==> config.mk <==
export PLATFORM = sky130hd
export DESIGN_NAME = muldiv_hilo_unit
export DESIGN_NICKNAME = d
export VERILOG_FILES = /design/src/rtl/muldiv_pkg.sv /design/src/rtl/muldiv_hilo_unit_iter.sv /design/src/rtl/muldiv_hilo_unit.sv
export SDC_FILE = /design/constraint.sdc
export NUM_CORES = 1
export LEC_CHECK = 0
export BUFFER_PORTS_ARGS = -buffer_cell sky130_fd_sc_hd__clkbuf_2
export CORE_UTILIZATION = 55
export CTS_CLUSTER_SIZE = 12
export DETAILED_ROUTE_END_ITERATION = 8
export PLACE_DENSITY_LB_ADDON = 0.08
export REMOVE_ABC_BUFFERS = 1
export SYNTH_ARGS = -nofsm -noshare
export SYNTH_HDL_FRONTEND = slang
export SYNTH_SLANG_ARGS = --single-unit
==> constraint.sdc <==
create_clock -name clk -period 4.72 [get_ports clk]
set_input_delay 0.236 -clock clk [delete_from_list [all_inputs] [get_ports clk]]
set_output_delay 0.236 -clock clk [all_outputs]
set_load 0.01 [all_outputs]
==> src/rtl/muldiv_pkg.sv <==
// Shared encodings, FSM states and width helpers for the HI/LO multiply/divide unit.
package muldiv_pkg;

  typedef enum logic [1:0] {
    OP_MULT  = 2'b00,
    OP_MULTU = 2'b01,
    OP_DIV   = 2'b10,
    OP_DIVU  = 2'b11
  } op_e;

  typedef enum logic [1:0] {
    IDLE,
    MUL,
    DIV,
    FIN
  } state_e;

  localparam int unsigned DEFAULT_DATA_W = 32;

  function automatic int unsigned cnt_width(input int unsigned data_w);
    return $clog2(data_w) + 1;
  endfunction

endpackage

==> src/rtl/muldiv_hilo_unit_iter.sv <==
// Single combinational step: shift-add multiply or restoring shift-subtract divide
// on a {upper, lower} 2*DATA_W accumulator.
module muldiv_iter #(
  parameter int unsigned DATA_W = 32
) (
  input  logic                  div_mode,
  input  logic [2*DATA_W-1:0]   acc,
  input  logic [DATA_W-1:0]     opnd,
  output logic [2*DATA_W-1:0]   acc_next
);

  logic [DATA_W:0] sum;
  logic [DATA_W:0] shifted;
  logic [DATA_W:0] diff;

  always_comb begin
    sum     = {1'b0, acc[2*DATA_W-1:DATA_W]} + (acc[0] ? {1'b0, opnd} : '0);
    // Partial remainder with the next dividend bit shifted in.
    shifted = acc[2*DATA_W-1:DATA_W-1];
    diff    = shifted - {1'b0, opnd};
    if (div_mode) begin
      if (diff[DATA_W]) begin
        acc_next = {shifted[DATA_W-1:0], acc[DATA_W-2:0], 1'b0};
      end else begin
        acc_next = {diff[DATA_W-1:0], acc[DATA_W-2:0], 1'b1};
      end
    end else begin
      acc_next = {sum, acc[DATA_W-1:1]};
    end
  end

endmodule

==> src/rtl/muldiv_hilo_unit.sv <==
// Iterative multiply/divide unit with HI/LO registers and start/busy/done handshake.
// Define MULDIV_SIGNED_EN to make MULT/DIV signed; otherwise they behave as MULTU/DIVU.
module muldiv_hilo_unit
  import muldiv_pkg::*;
#(
  parameter int unsigned DATA_W = DEFAULT_DATA_W
) (
  input  logic              clk,
  input  logic              reset,
  input  logic              start,
  input  logic [1:0]        op,
  input  logic [DATA_W-1:0] src_a,
  input  logic [DATA_W-1:0] src_b,
  input  logic              hi_we,
  input  logic              lo_we,
  input  logic [DATA_W-1:0] wdata,
  output logic [DATA_W-1:0] hi,
  output logic [DATA_W-1:0] lo,
  output logic              busy,
  output logic              done,
  output logic              div_by_zero
);

  localparam int unsigned CNT_W = cnt_width(DATA_W);
  localparam int unsigned ACC_W = 2 * DATA_W;

  state_e              state_q, state_d;
  logic [CNT_W-1:0]    cnt_q, cnt_d;
  logic [ACC_W-1:0]    acc_q, acc_d, acc_step, prod_fix;
  logic [DATA_W-1:0]   opnd_q, opnd_d;
  logic [DATA_W-1:0]   hi_q, hi_d, lo_q, lo_d;
  logic [DATA_W-1:0]   quo, rem, quo_fix, rem_fix;
  logic                neg_q, neg_d, neg_rem_q, neg_rem_d, dz_q, dz_d;
  logic                signed_op, sign_a, sign_b, div_mode;
  logic [DATA_W-1:0]   mag_a, mag_b;

`ifdef MULDIV_SIGNED_EN
  assign signed_op = ~op[0];
`else
  logic unused_op0;
  assign unused_op0 = op[0];
  assign signed_op  = 1'b0;
`endif

  assign sign_a = signed_op & src_a[DATA_W-1];
  assign sign_b = signed_op & src_b[DATA_W-1];
  assign mag_a  = sign_a ? -src_a : src_a;
  assign mag_b  = sign_b ? -src_b : src_b;

  assign div_mode = (state_q == DIV);

  muldiv_iter #(
    .DATA_W (DATA_W)
  ) u_iter (
    .div_mode (div_mode),
    .acc      (acc_q),
    .opnd     (opnd_q),
    .acc_next (acc_step)
  );

  // Sign fix-up applied to the final step's output as it is written into HI/LO.
  assign prod_fix = neg_q ? -acc_step : acc_step;
  assign quo      = acc_step[DATA_W-1:0];
  assign rem      = acc_step[ACC_W-1:DATA_W];
  assign quo_fix  = neg_q ? -quo : quo;
  assign rem_fix  = neg_rem_q ? -rem : rem;

  always_comb begin
    state_d   = state_q;
    cnt_d     = cnt_q;
    acc_d     = acc_q;
    opnd_d    = opnd_q;
    hi_d      = hi_q;
    lo_d      = lo_q;
    neg_d     = neg_q;
    neg_rem_d = neg_rem_q;
    dz_d      = dz_q;
    case (state_q)
      IDLE: begin
        if (hi_we) hi_d = wdata;
        if (lo_we) lo_d = wdata;
        if (start) begin
          neg_d     = sign_a ^ sign_b;
          neg_rem_d = sign_a;
          dz_d      = 1'b0;
          cnt_d     = CNT_W'(DATA_W);
          if (op[1]) begin
            acc_d  = {{DATA_W{1'b0}}, mag_a};
            opnd_d = mag_b;
            if (src_b == '0) begin
              hi_d    = src_a;
              lo_d    = '1;
              dz_d    = 1'b1;
              state_d = FIN;
            end else begin
              state_d = DIV;
            end
          end else begin
            acc_d   = {{DATA_W{1'b0}}, mag_b};
            opnd_d  = mag_a;
            state_d = MUL;
          end
        end
      end
      MUL, DIV: begin
        acc_d = acc_step;
        cnt_d = cnt_q - CNT_W'(1);
        if (cnt_q == CNT_W'(1)) begin
          state_d = FIN;
          if (state_q == MUL) begin
            {hi_d, lo_d} = prod_fix;
          end else begin
            hi_d = rem_fix;
            lo_d = quo_fix;
          end
        end
      end
      FIN: begin
        state_d = IDLE;
      end
      default: begin
        state_d = IDLE;
      end
    endcase
  end

  always_ff @(posedge clk) begin
    if (reset) begin
      state_q   <= IDLE;
      cnt_q     <= '0;
      acc_q     <= '0;
      opnd_q    <= '0;
      hi_q      <= '0;
      lo_q      <= '0;
      neg_q     <= 1'b0;
      neg_rem_q <= 1'b0;
      dz_q      <= 1'b0;
    end else begin
      state_q   <= state_d;
      cnt_q     <= cnt_d;
      acc_q     <= acc_d;
      opnd_q    <= opnd_d;
      hi_q      <= hi_d;
      lo_q      <= lo_d;
      neg_q     <= neg_d;
      neg_rem_q <= neg_rem_d;
      dz_q      <= dz_d;
    end
  end

  assign hi          = hi_q;
  assign lo          = lo_q;
  assign busy        = (state_q == MUL) || (state_q == DIV);
  assign done        = (state_q == FIN);
  assign div_by_zero = dz_q && (state_q == FIN);

endmodule

# After elaboration in Yosys (flattened, before gate mapping)
# Cells that the tools add are included.
[classes] addsub=3 eq_ne=6 mux=28 n_reduce_logical=10
[ops] operator="$mux 32" count=13
[ops] operator="$mux 64" count=3
[ops] operator="$pmux 32 s2" count=2
[ops] operator="$pmux 64 s2" count=1
[ops] operator="$add 32x33->33" count=1
[ops] operator="$sub 33x32->33" count=1
[ops] operator="$logic_not 32->1" count=1
[ops] operator="$pmux 6 s2" count=1
[ops] operator="$reduce_and 2->1" count=4
[ops] operator="$eq 6x1->1 const B" count=1
[ops] operator="$mux 2" count=3
[ops] operator="$mux 6" count=1
[ops] operator="$pmux 2 s3" count=1
[ops] operator="$sub 6x1->6 const B" count=1
[ops] operator="$eq 2x2->1 const B" count=2
[ops] operator="$ne 2x2->1 const B" count=2
[ops] operator="$mux 1" count=3
[ops] operator="$eq 2x1->1 const B" count=1
[ops] operator="$logic_not 2->1" count=1
[ops] operator="$reduce_bool 2->1" count=1
[ops] operator="$reduce_or 2->1" count=1
[ops] operator="$logic_and 1x1->1" count=1
[ops] operator="$logic_or 1x1->1" count=1
[word_totals] reg_bits=169 input_bits=103 output_inout_bits=67 elab_cells=54

# Longest topological paths before layout
[logic_depth] depth_word=5 mapped_depth=15

# By module
# From an unflattened synthesis, not the netlist that was laid out.
[hier_totals] cells_unflattened=1649 hier_area_um2=13010.0
[modules_own_cells] module="muldiv_hilo_unit" instances=1 cells_per_inst=973 area_per_inst_um2=8331.7 seq_area_each_um2=3383.2
[modules_own_cells] module="muldiv_iter" instances=1 cells_per_inst=676 area_per_inst_um2=4678.2 seq_area_each_um2=0.0

# Worst setup path after synthesis
# Ideal clock, no wire load.
[synth_timing] path_type="reg-to-reg" startpoint="register acc_q[0]" endpoint="register acc_q[61]" t_arrival_ps=3356 required_time_ps=4594 setup_slack_ps=1238 path_stages_with_launch=14 path_buffers=1 period_less_slack_ps=3482 path_cell_list="dfxtp_1 clkbuf_1 and2_1 ha_1 fa_1 a211oi_1 o211ai_1 a221oi_2 a211oi_1 o21a_1 a221oi_1 mux2_2 nor3_1 o21ai_0"
[synth_via] elab_chain_len=4
[synth_rtl] item="start: declaration" line="muldiv_hilo_unit.sv:29" source="logic [ACC_W-1:0] acc_q, acc_d, acc_step, prod_fix;"
[synth_rtl] item="start signal: assignment" line="muldiv_hilo_unit.sv:131" source="acc_q <= '0;"
[synth_rtl] item="start signal: assignment" line="muldiv_hilo_unit.sv:141" source="acc_q <= acc_d;"
[synth_rtl] item="$mux 32" line="muldiv_hilo_unit_iter.sv:17" source="sum = {1'b0, acc[2*DATA_W-1:DATA_W]} + (acc[0] ? {1'b0, opnd} : '0);"
[synth_rtl] item="$add 32x33->33" line="muldiv_hilo_unit_iter.sv:17"
[synth_rtl] item="$mux 64" line="muldiv_hilo_unit_iter.sv:21" source="if (div_mode) begin"
[synth_rtl] item="$pmux 64 s2" line="muldiv_hilo_unit.sv:78" source="case (state_q)"
# Every way passes these cells.
# A chain may end at the register's enable or synchronous reset.

# Final worst setup path
# Same ends and word-level chain as after synthesis.

==> reports/qor.yml <==
layout:
  final_nets: 1968
  fin_util_pct: 62.9
  antenna_cells: 0
  final_cell_area_um2: 14700
  drive_gt1_share_pct: 15.1
  regArea_um2: 3380
  multiInputGateArea_um2: 9140
  num-fill-cells: 2251
  syn_to_final_growth_pct: 12.1
drt:
  wl_per_cell_um: 20.5
  top_layer_used: "met4"
  drtIter0Drc: 1198
  routed_wl_mm: 43.6
  wl_met3_mm: 3.36
  vias: 13400
  antenna_left: 0
  route.met2.wl_mm: 18.9
  met1_length_mm: 20.4
  viasPerCell: 6.31
  drc: 0
  drtPass1Iterations: 5
critical_path:
  crit_top_cell: "a211oi_1"
  worst-path-buf-inv: 0
  worstPathRequired_ns: 5.02
  path_class: "reg -> reg"
  critPathLaunchType: "flip-flop"
  r2r-start: "acc_q[0]$_SDFFE_PP0P_"
  r2r_cells: 12
  reg2reg_setup_slack_ns: 0.51
  cpPeakStageDelay_ns: 0.46
  cp_max_fo: 12
  crit_chain: "and2_1 -> ha_1 -> fa_1 -> a211oi_1 -> o211ai_1 -> a221oi_2 -> a211oi_1 -> o21a_1 -> a221oi_1 -> mux2_2 -> nor3_1 -> o21ai_0"
  crit_family: "compound AO/OA/AOI/OAI gates"
  critPathCaptureType: "flip-flop"
  cp_data_arrival_time_ns: 4.51
  reg2reg_to: "acc_q[61]$_SDFFE_PP0P_"
  cp_slowest_cell: "fa_1"
  path_depth: 12
synth:
  synth_ff_type: "dfxtp_1"
  synth-async-reset-ratio_pct: 0
  synth-seq-cells: 169
  synth_edf_count: 0
  synth-seq-area-share_pct: 25.8
  yosysUniqueCellTypes: 81
  syn_area_per_cell_um2: 7.73
  ys_warn_count: 0
  syn-cell-area_um2: 13100
  syn_inst: 1698
timing:
  worst_pin_slew_ns: 1.10
  hold_viol: 0
  setup_tns_ns: 0
  grt_setup_unrepaired: "false"
  setup_viol: 0
  slew_viol_final: 0
  fmax_ghz: 0.238
  min_period_ns: 4.21
  min_period_over_period_pct: 89.1
  slew_headroom_pct: 26.6
  skew_ns: 0.0195
  setup_ws_ns: 0.513
power:
  pwr-share-seq_pct: 25.0
  clkPwrFrac_pct: 15.3
  p_sw_share_pct: 51.0
  ir_drop_mv: 0.538
  p_per_area_nw_per_um2: 624
  p_switching_uw: 4690
  p_int_uw: 4500
  pwr-share-comb_pct: 59.7
  p_leak_uw: 0.00661
die:
  start_util_pct: 56.1
  die_y_um: 156
  die_w_um: 156
  num_io_pins: 170
  dieArea_um2: 24500
  fp-row-count: 56
  core_um2: 23400
placed_design:
  numPortBuffers: 168
  dp_slack_ns: 0.589
  hpwl_mm: 32.1
  placed_area_um2: 14100
  place.gp.congestion: 0.969
clock_network:
  clock_path_buffers: 2
  cts-resized-gates: 0
  clk_pin_slew_worst_paths_ns: 0.07
  cts-root-buf: "clkbuf_16"
  cts_made_buffers: 17
  postCtsSetupBuffers: 0
  h-tree-depth: 4
  clk_latency_ns: 0.45
  holdBufCountCts: 0
  clock-sinks: 169
  cts_tree: "built"
min_path:
  hold-path-endpoint: "opnd_q[12]$_SDFFE_PP0P_"
  hp-class: "in -> reg"
  hold_path_depth: 3
  min_from: "src_a[12]"
global_route:
  grtUsageTotal_pct: 35.5
  antenna_found_initial: 0
  grt_pass1_wl_mm: 67.3
  grt_pass1_vias: 12100
  gr-total-overflow: 0
  grt_max_degree: 80
status:
  status: "complete, no violations"
run:
  cap_viol_max_count: 0
[sequential cells by signal, indices dropped and copies added (netlist names)]
| register | flops |
|---|---|
| lo | 32 |
| cnt_q | 6 |
| state_q | 2 |
| opnd_q | 32 |
| hi | 32 |
| acc_q | 64 |
| dz_q | 1 |
[worst register-to-register path: stages, from the launching register on]
cell	delay (ns)
dfxtp_1	0.44
and2_1	0.23
ha_1	0.22
fa_1	0.46
a211oi_1	0.30
o211ai_1	0.20
a221oi_2	0.40
a211oi_1	0.19
o21a_1	0.29
a221oi_1	0.35
mux2_2	0.38
nor3_1	0.44
o21ai_0	0.16
[power groups by stage]
stage	sequential, uW	combinational, uW	clock (uW)
6_report	2300	5480	1410
5_1_grt	2340	6010	1470
4_1_cts	2280	5410	1410
3_5_place_dp	2310	5380	0
3_3_place_gp	2300	5300	0
2_1_floorplan	2260	3580	0
[metal layers]
metal / GRT usage (%) / vias up
met5: 0 / -
met2: 53.7 / 554
li1: - / 6407
met3: 4.60 / 70
met1: 52.3 / 6377
met4: 9.57 / 0
[worst max-delay path by stage]
stage	startpoint	to
after floorplan	state_q[1]$_SDFFE_PP0P_	hi[14]$_SDFFE_PP0P_
after global placement	acc_q[0]$_SDFFE_PP0P_	acc_q[61]$_SDFFE_PP0P_
after detailed placement	acc_q[0]$_SDFFE_PP0P_	acc_q[61]$_SDFFE_PP0P_
after CTS	acc_q[0]$_SDFFE_PP0P_	hi[29]$_SDFFE_PP0P_
after global routing	acc_q[0]$_SDFFE_PP0P_	acc_q[61]$_SDFFE_PP0P_
final	acc_q[0]$_SDFFE_PP0P_	acc_q[61]$_SDFFE_PP0P_
[cells in the mapped netlist, types with 10 or more instances]
| cell | n | area share [%] |
|---|---|---|
| a311oi_1 | 16 | 1.1 |
| a21oi_1 | 160 | 6.1 |
| nor3_1 | 22 | 0.84 |
| a31oi_1 | 11 | 0.52 |
| and2_1 | 38 | 1.8 |
| o211ai_1 | 29 | 1.7 |
| clkbuf_1 | 85 | 2.4 |
| mux2i_1 | 151 | 12 |
| a211o_1 | 16 | 1.1 |
| nor2_1 | 147 | 4.2 |
| ha_1 | 69 | 6.6 |
| nor4_1 | 12 | 0.57 |
| xnor2_1 | 26 | 1.7 |
| a211oi_1 | 53 | 3.0 |
| dfxtp_1 | 169 | 26 |
| nand3_1 | 68 | 2.6 |
| or3_1 | 14 | 0.67 |
| xor2_1 | 19 | 1.3 |
| nand2_1 | 209 | 6.0 |
| buf_2 | 10 | 0.38 |
| a22o_1 | 17 | 1.1 |
| a21o_1 | 37 | 2.1 |
| mux2_2 | 19 | 1.6 |
| inv_1 | 50 | 1.4 |
| buf_1 | 11 | 0.31 |
| o21ai_0 | 73 | 2.8 |
| and3_1 | 11 | 0.52 |
| o21a_1 | 12 | 0.69 |
[cells in the final DEF, fill, tap and decap left out, types with 53 or more instances in the layout]
cell type and n:
nand2_1 209, dfxtp_1 169, clkbuf_2 166, a21oi_1 158, mux2i_1 151, nor2_1 146
o21ai_0 73, nand3_1 67, ha_1 67, a211oi_1 53
[layout make-up]
type	count	share of cell area, %
Timing Repair Buffer	190	6.87
Sequential cell	169	23.0
Clock buffer	19	3.08
Clock inverter	13	0.876
Inverter	52	1.33
Tap cell	319	2.71
Multi-Input combinational cell	1364	62.1
[logic make-up (layout without fill, tap and decap cells)]
kind of cell / count (synthesis) / after routing / share of synthesized area [%]
buffers and inverters: 165 / 274 / 5.06
DFF: 169 / 169 / 25.8
AOI/OAI and AO/OA: 520 / 520 / 26.7
xor gates and xnor gates: 45 / 45 / 3.00
and+or+nand+nor: 558 / 558 / 19.4
adders and majority gates: 71 / 71 / 6.88
muxes: 170 / 170 / 13.1
[per-stage QoR]
step	power, uW	hold WS, ns	cells
final	9190	0.151	2126
after global routing	9820	0.157	2126
after CTS	9110	0.153	2126
after detailed placement	7690	0.463	2094
after global placement	7600	0.443	2094
after floorplan	5840	0.304	1585
(Power assumes the default switching activity.)
